<file path="config.mk">
export PLATFORM = sky130hd
export DESIGN_NAME = fb_swap_controller
export DESIGN_NICKNAME = d
export VERILOG_FILES = /design/src/rtl/vga_fb_pkg.sv /design/src/rtl/vga_vblank_detect.sv /design/src/rtl/fb_swap_controller.sv
export SDC_FILE = /design/constraint.sdc
export NUM_CORES = 1
export LEC_CHECK = 0
export BUFFER_PORTS_ARGS = -buffer_cell sky130_fd_sc_hd__clkbuf_2
export CORE_ASPECT_RATIO = 1.25
export CORE_UTILIZATION = 35
export CTS_BUF_LIST = sky130_fd_sc_hd__clkbuf_16
export DETAILED_ROUTE_END_ITERATION = 10
export PLACE_DENSITY_LB_ADDON = 0.25
export SYNTH_ARGS = -nofsm -noshare
export SYNTH_HDL_FRONTEND = slang
export SYNTH_HIERARCHICAL = 1
export SYNTH_SLANG_ARGS = --single-unit
</file>
<file path="constraint.sdc">
create_clock -name clk25 -period 5.4 [get_ports clk25]
set_clock_uncertainty 0.1 [all_clocks]
set_input_delay 0.81 -clock clk25 [delete_from_list [all_inputs] [get_ports clk25]]
set_output_delay 0.81 -clock clk25 [all_outputs]
set_load 0.05 [all_outputs]
</file>
<file path="src/rtl/vga_fb_pkg.sv">
// Shared VGA/framebuffer constants and the page-flip controller state encoding.
package vga_fb_pkg;

  localparam int unsigned FB_W     = 256;
  localparam int unsigned FB_H     = 192;
  localparam int unsigned FB_SIZE  = FB_W * FB_H;
  localparam int unsigned H_ACTIVE = 640;
  localparam int unsigned V_ACTIVE = 480;
  localparam int unsigned CNT_W    = 16;

  typedef enum logic [1:0] {
    ST_IDLE    = 2'd0,
    ST_WAIT_VB = 2'd1,
    ST_CLEAR   = 2'd2,
    ST_DONE    = 2'd3
  } swap_state_e;

endpackage

</file>
<file path="src/rtl/vga_vblank_detect.sv">
// Registered one-cycle strobe marking the start of vertical blanking
// (the cycle after x==0 && y==V_LINE is sampled).
module vga_vblank_detect
  import vga_fb_pkg::*;
#(
  parameter int unsigned V_LINE = V_ACTIVE
) (
  input  logic       clk25,
  input  logic       rst_n,
  input  logic [9:0] x_i,
  input  logic [9:0] y_i,
  output logic       vb_start_o
);

  logic vb_start_q;

  always_ff @(posedge clk25 or negedge rst_n) begin
    if (!rst_n) begin
      vb_start_q <= 1'b0;
    end else begin
      vb_start_q <= (x_i == 10'd0) && (y_i == 10'(V_LINE));
    end
  end

  assign vb_start_o = vb_start_q;

endmodule

</file>
<file path="src/rtl/fb_swap_controller.sv">
// Double-buffer page-flip controller: swaps scanout/render bases at vblank start
// and optionally fills the new back buffer through a request/ack write port.
module fb_swap_controller #(
  parameter int unsigned ADDR_W    = 17,
  parameter int unsigned FB_SIZE   = 49152,
  parameter int unsigned BUF0_BASE = 0,
  parameter int unsigned BUF1_BASE = 49152,
  parameter int unsigned V_ACTIVE  = 480
) (
  input  logic              clk25,
  input  logic              rst_n,
  input  logic [9:0]        x,
  input  logic [9:0]        y,
  input  logic              swap_req,
  input  logic              clear_en,
  input  logic [7:0]        clear_color,
  output logic              swap_busy,
  output logic              swap_done,
  output logic [ADDR_W-1:0] front_base,
  output logic [ADDR_W-1:0] back_base,
  output logic              wr_req,
  output logic [ADDR_W-1:0] wr_addr,
  output logic [7:0]        wr_data,
  input  logic              wr_ack
);

  import vga_fb_pkg::*;

  swap_state_e       state_q;
  logic [ADDR_W-1:0] front_q;
  logic [ADDR_W-1:0] back_q;
  logic              busy_q;
  logic              done_q;
  logic              wr_req_q;
  logic [ADDR_W-1:0] wr_addr_q;
  logic [7:0]        wr_data_q;
  logic [CNT_W-1:0]  cnt_q;
  logic              clr_en_q;
  logic [7:0]        color_q;
  logic              vb_start;
  logic [CNT_W-1:0]  cnt_nxt;

  vga_vblank_detect #(
    .V_LINE (V_ACTIVE)
  ) u_vblank (
    .clk25      (clk25),
    .rst_n      (rst_n),
    .x_i        (x),
    .y_i        (y),
    .vb_start_o (vb_start)
  );

  assign cnt_nxt = cnt_q + CNT_W'(1);

  always_ff @(posedge clk25 or negedge rst_n) begin
    if (!rst_n) begin
      state_q   <= ST_IDLE;
      front_q   <= ADDR_W'(BUF0_BASE);
      back_q    <= ADDR_W'(BUF1_BASE);
      busy_q    <= 1'b0;
      done_q    <= 1'b0;
      wr_req_q  <= 1'b0;
      wr_addr_q <= '0;
      wr_data_q <= '0;
      cnt_q     <= '0;
      clr_en_q  <= 1'b0;
      color_q   <= '0;
    end else begin
      case (state_q)
        ST_IDLE: begin
          done_q <= 1'b0;
          if (swap_req) begin
            clr_en_q <= clear_en;
            color_q  <= clear_color;
            busy_q   <= 1'b1;
            state_q  <= ST_WAIT_VB;
          end
        end
        ST_WAIT_VB: begin
          if (vb_start) begin
            front_q <= back_q;
            back_q  <= front_q;
            if (clr_en_q) begin
              // Old front becomes the new back buffer; start filling it at offset 0.
              cnt_q     <= '0;
              wr_req_q  <= 1'b1;
              wr_addr_q <= front_q;
              wr_data_q <= color_q;
              state_q   <= ST_CLEAR;
            end else begin
              state_q <= ST_DONE;
            end
          end
        end
        ST_CLEAR: begin
          if (wr_ack) begin
            if (cnt_q == CNT_W'(FB_SIZE - 1)) begin
              wr_req_q <= 1'b0;
              state_q  <= ST_DONE;
            end else begin
              cnt_q     <= cnt_nxt;
              wr_addr_q <= back_q + ADDR_W'(cnt_nxt);
            end
          end
        end
        ST_DONE: begin
          done_q  <= 1'b1;
          busy_q  <= 1'b0;
          state_q <= ST_IDLE;
        end
        default: state_q <= ST_IDLE;
      endcase
    end
  end

  assign swap_busy  = busy_q;
  assign swap_done  = done_q;
  assign front_base = front_q;
  assign back_base  = back_q;
  assign wr_req     = wr_req_q;
  assign wr_addr    = wr_addr_q;
  assign wr_data    = wr_data_q;

endmodule

</file>
Word-level counts from Yosys, hierarchy flattened
Cells that the tools add are included.

storage, ports and cells
  memories = 0
  input port bits = 33
  output and inout bits = 62
  word-level logic and storage cells = 61
  bits in writable memories = 0
  ROM bits = 0
  register bits after elaboration = 90
  bits in latches = 0

cells by class
  order comparisons = 0
  bitwise logic cells = 0
  reduce and logical (&&, ||, !) cells = 12
  $mul = 0
  shift-type cells = 0
  div/mod/pow operators = 0
  eq/ne operators = 11
  multiplexer cells = 24
  $add $sub $neg = 2

operator list
  cell                                                   number
  two-way mux 17 bit                                     4
  two-way mux 16 bit                                     4
  case mux 17 bit (2 select lines)                       1
  case mux 16 bit (2 select lines)                       1
  adder 17 x 16 -> 17 bit                                1
  adder 16 x 1 -> 16 bit, second input constant          1
  == test 16 bit, second input constant                  1
  == test 10 x 9 -> 1 bit, second input constant         1
  zero test 10 bit                                       1
  inequality test 2 bit, second input constant           5
  AND reduction 5 bit                                    2
  two-way mux 2 bit                                      4
  case mux 2 bit (4 select lines)                        1
  two-way mux 1 bit                                      6
  case mux 1 bit (2 select lines)                        3
  AND reduction 2 bit                                    3
  == test 2 bit, second input constant                   2
  AND reduction 4 bit                                    1
  nonzero test 2 bit                                     2
  AND reduction 3 bit                                    1
  == test 2 x 1 -> 1 bit, second input constant          1
  zero test 2 bit                                        1
  inequality test 2 x 1 -> 1 bit, second input constant  1
  logical AND 1 bit                                      1

Depth between registers and ports, before layout
  depth in word-level cells = 5
  depth in mapped cells = 13
  gate-level depth less buffers = 13

Hierarchy
The synthesis kept the hierarchy.

modules (own cells, without submodules)
  module              area each (µm²)  cells an instance  instances  sequential area each (µm²)
  fb_swap_controller  4608.2           417                1          2229.6
  vga_vblank_detect   80.1             8                  1          25.0

Least setup slack after synthesis
No wires, ideal clock.

  path type = flip-flop to flip-flop
  from = reg cnt_q[0]
  to = reg wr_addr_q[13], in the netlist wr_addr[13]
  library setup time = 0.137 ns
  path buffers = 1
  setup slack = 2.469 ns
  required time = 5.163 ns
  clock period less this slack = 2.931 ns
  cell stages (with the launch flop) = 14
  arrival = 2.695 ns
  path through = dfrtp_1 ha_1 and4_1 buf_4 nand2_1 xnor2_1 ha_1 a21oi_1 o211ai_1 a21o_1 a221oi_1 o21bai_1 xnor2_1 o22ai_1

between the ends
  cells in the longest elaborated chain, start to end = 5
  elaborated cells on any way between the ends = 8
  those cells by class = 2 x add/sub; 2 x eq/ne; 3 x mux; 1 x reduce/logical

ends and longest elaborated chain
  what                              line                       RTL
  start: declaration                fb_swap_controller.sv:37   logic [CNT_W-1:0] cnt_q;
  start signal: assignment          fb_swap_controller.sv:101  cnt_q <= cnt_nxt;
  adder 16 x 1 -> 16 bit            fb_swap_controller.sv:53   assign cnt_nxt = cnt_q + CNT_W'(1);
  adder 17 x 16 -> 17 bit           fb_swap_controller.sv:102  wr_addr_q <= back_q + ADDR_W'(cnt_nxt);
  two-way mux 17 bit                fb_swap_controller.sv:97   if (cnt_q == CNT_W'(FB_SIZE - 1)) begin
  two-way mux 17 bit                fb_swap_controller.sv:96   if (wr_ack) begin
  case mux 17 bit (2 select lines)  fb_swap_controller.sv:69   case (state_q)
  end signal: assignment            fb_swap_controller.sv:87   wr_addr_q <= front_q;
  end signal: assignment            fb_swap_controller.sv:102
  end: declaration                  fb_swap_controller.sv:35   logic [ADDR_W-1:0] wr_addr_q;

Parallel ways exist; a longest one is shown, timed or not. The select of a mux whose other input is x is not followed.
A chain may end at the register's enable or synchronous reset.

Worst setup path in the final report
  from = reg cnt_q[0]
  to = reg wr_addr_q[15], in the netlist wr_addr[15]

The elaborated chain is that of the path after synthesis.

==> flow_summary.json <==
{
  "power.density_nw_per_um2": 361,
  "worst_pin_slew_ps": 914,
  "io_pins": 95,
  "num_antenna_cells": 0,
  "final_cells": 692,
  "cp.arrival_ps": 3510,
  "fp.dieH_um": 131,
  "p_int_mw": 1.30,
  "max-cap-violations": 0,
  "crit-reg2reg-launch": "cnt_q[0]",
  "leakagePower_nw": 2.79,
  "final-hold-violation-count": 0,
  "hold_class": "input pin to async pin",
  "die-area_um2": 13900,
  "cts_root_buffer": "clkbuf_16",
  "syn_area_per_cell_um2": 11.0,
  "cts_buffer_depth": 2,
  "min_period_over_period_pct": 62.9,
  "swShare_pct": 36.1,
  "grt_pass1_vias": 3749,
  "grt_max_degree": 48,
  "yosysUniqueCellTypes": 52,
  "worstPathRequired_ps": 5510,
  "wl_per_cell_um": 15.6,
  "power_frac_comb_pct": 28.9,
  "fillCellCount": 1287,
  "wl_mm": 10.8,
  "postSynth.asyncResetShare_pct": 100,
  "cp-end-kind": "flip-flop",
  "worstPathMaxFanout": 6,
  "period_needed_ps": 3400,
  "grt_usage_pct": 16.9,
  "synth_edf_count": 0,
  "die_w_um": 106,
  "grt-ovfl-total": 0,
  "ctsHoldBuffers": 0,
  "rsz0062_at_grt": "no",
  "antenna_found_initial": 0,
  "clock_latency_ps": 350,
  "seq_power_share_pct": 39.7,
  "switchingPower_uw": 734,
  "worstSetupPathType": "flip-flop to flip-flop",
  "cts.sinks": 90,
  "max_freq_mhz": 294,
  "fin_total_pwr_mw": 2.03,
  "maxSlewHeadroom_pct": 38.9,
  "hpwl_mm": 7.79,
  "startpoint": "cnt_q[0]",
  "avgViaCountPerCell": 5.18,
  "netlist_top_cells_area": "dfrtp_1 (47%), mux2_2 (12%), ha_1 (5.9%), xnor2_1 (3.2%), o21ai_0 (3.0%)",
  "yosysSeqAreaShare_pct": 48.1,
  "synth_top_cells_by_count": "dfrtp_1 (88), mux2_2 (51), nand2_1 (35), o21ai_0 (28), a21oi_1 (23)",
  "core_region_area_um2": 12900,
  "yosysWarnings": 6,
  "grt_first_pass_wirelength_mm": 18.5,
  "clk_pin_slew_ps": 70,
  "netlist_instances": 425,
  "start_util_pct": 36.4,
  "p_clk_share_pct": 31.5,
  "synth_nets": 481,
  "place_inst": 676,
  "synth_most_common_cell": "dfrtp_1",
  "ctsResizeCount": 0,
  "post_cts_buffers": 0,
  "fin_tns_setup_ps": 0,
  "synth.largest_area_cell": "dfrtp_1",
  "gp_congestion": 0.817,
  "portBuffers": 94,
  "htree_levels": 3,
  "ant_nets": 0,
  "drt_pre_antenna_iters": 4,
  "drv_slew": 0,
  "synthFlopType": "dfrtp_1",
  "fp-row-count": 46,
  "syn2layout_area_growth_pct": 20.2,
  "status": "complete, no violations",
  "yosys.area.top_type_share_pct": 47.0,
  "finalNetCount": 575,
  "synth-seq-cells": 90,
  "drive_gt1_share_pct": 32.8,
  "drtIter0Drc": 136,
  "vdd_drop_max_mv": 0.171,
  "setup_viol": 0,
  "route.detailed.drc": 0,
  "via_count": 3585,
  "cts_tree": "built",
  "synth_area_um2": 4690,
  "tritoncts.num_buffers": 9,
  "start_kind": "flip-flop"
}
state kept, by name, summed over array words and instances (netlist names):
register / flops
swap_busy: 1
state_q: 2
swap_done: 1
wr_req: 1
clr_en_q: 1
wr_addr: 17
back_base: 17
u_vblank/vb_start_o: 1
color_q: 8
front_base: 17
wr_data: 8
cnt_q: 16
layer usage:
metal	wire, um	GRT usage [%]
met3	521	3.17
met4	266	8.56
met2	5260	28.0
met5	0	0
met1	4730	21.0
stage by stage:
step                      util [%]  hold WS [ps]  setup WS (ps)  area (um^2)
after floorplan                  -           375           2470         4690
after global placement        41.4           363           2170         5330
after detailed placement      41.4           372           2050         5330
after CTS                     43.7           378           2040         5630
after global routing          43.7           403           1760         5630
final                         43.7           357           2000         5630
power groups by stage:
stage          Combinational, mW  Sequential, mW  Clock [mW]
2_1_floorplan              0.324           0.923           0
3_3_place_gp               0.586           0.816           0
3_5_place_dp               0.594           0.822           0
4_1_cts                    0.594           0.808       0.661
5_1_grt                    0.653           0.821       0.687
6_report                   0.587           0.807       0.640
critical path: stages, from the launching register on:
cell and delay (ps):
dfrtp_1 410, ha_1 260, and4_1 370, nand2_1 120, xnor2_1 140, ha_1 350
a21oi_1 190, o211ai_1 140, a21o_1 190, a221oi_1 530, o21ai_0 190, xnor2_1 160
o21ai_0 90
worst paths after layout:
check	end	slack (ps)	cells after the start
max in group asynchronous	wr_addr[13]	3830	2
min	back_base[4]	360	1
max reg2reg	wr_addr[15]	2000	12
min reg2reg	wr_addr[7]	380	2
max	wr_addr[15]	2000	12
min in group clk25	wr_addr[7]	380	2
kinds of logic (layout without fill, tap and decap cells):
kind of cell             count (synthesis)  after routing  synth area share [%]
AND/OR/NAND/NOR                        100            100                  10.6
AO/OA/AOI/OAI                           98             98                  13.6
flip-flops                              90             90                  48.1
multiplexers                            59             59                  14.0
buffers and inverters                   30            129                  2.75
XOR/XNOR                                25             25                  4.67
adder cells (fa/ha/maj)                 23             23                  6.30
layout by cell type (no fill, tap or decap), types with 2 or more instances in the layout:
cell type / count
inv_6: 2
mux2i_1: 8
and4_1: 2
o31ai_1: 6
nand3_1: 9
and2_1: 3
o21a_1: 2
a211oi_1: 3
clkbuf_16: 9
o221ai_1: 2
o21bai_1: 4
o21ai_0: 28
a21o_1: 8
ha_1: 22
nand2_1: 35
xnor2_1: 17
inv_1: 14
mux2_2: 51
a31oi_1: 2
dfstp_2: 2
nor2b_1: 3
nor3_1: 4
nor4_1: 2
and3_1: 7
xor2_1: 8
nor2_1: 21
a21oi_1: 23
buf_4: 6
dfrtp_1: 88
clkinvlp_4: 2
nand4_1: 5
o22ai_1: 2
clkbuf_2: 93
a22o_1: 7
nand2b_1: 2
o21ai_1: 2
cell type report:
type / count / area (um^2) / area share (%)
clock inverters: 7 / 76.3 / 1.35
inverters: 14 / 52.6 / 0.933
multi-input cells: 305 / 2300 / 40.9
flip-flops and latches: 90 / 2250 / 40.0
repair buffers: 99 / 510 / 9.06
clock buffers: 9 / 225 / 4.00
well taps: 168 / 210 / 3.73
No activity file was read; power rests on OpenSTA's default activity.
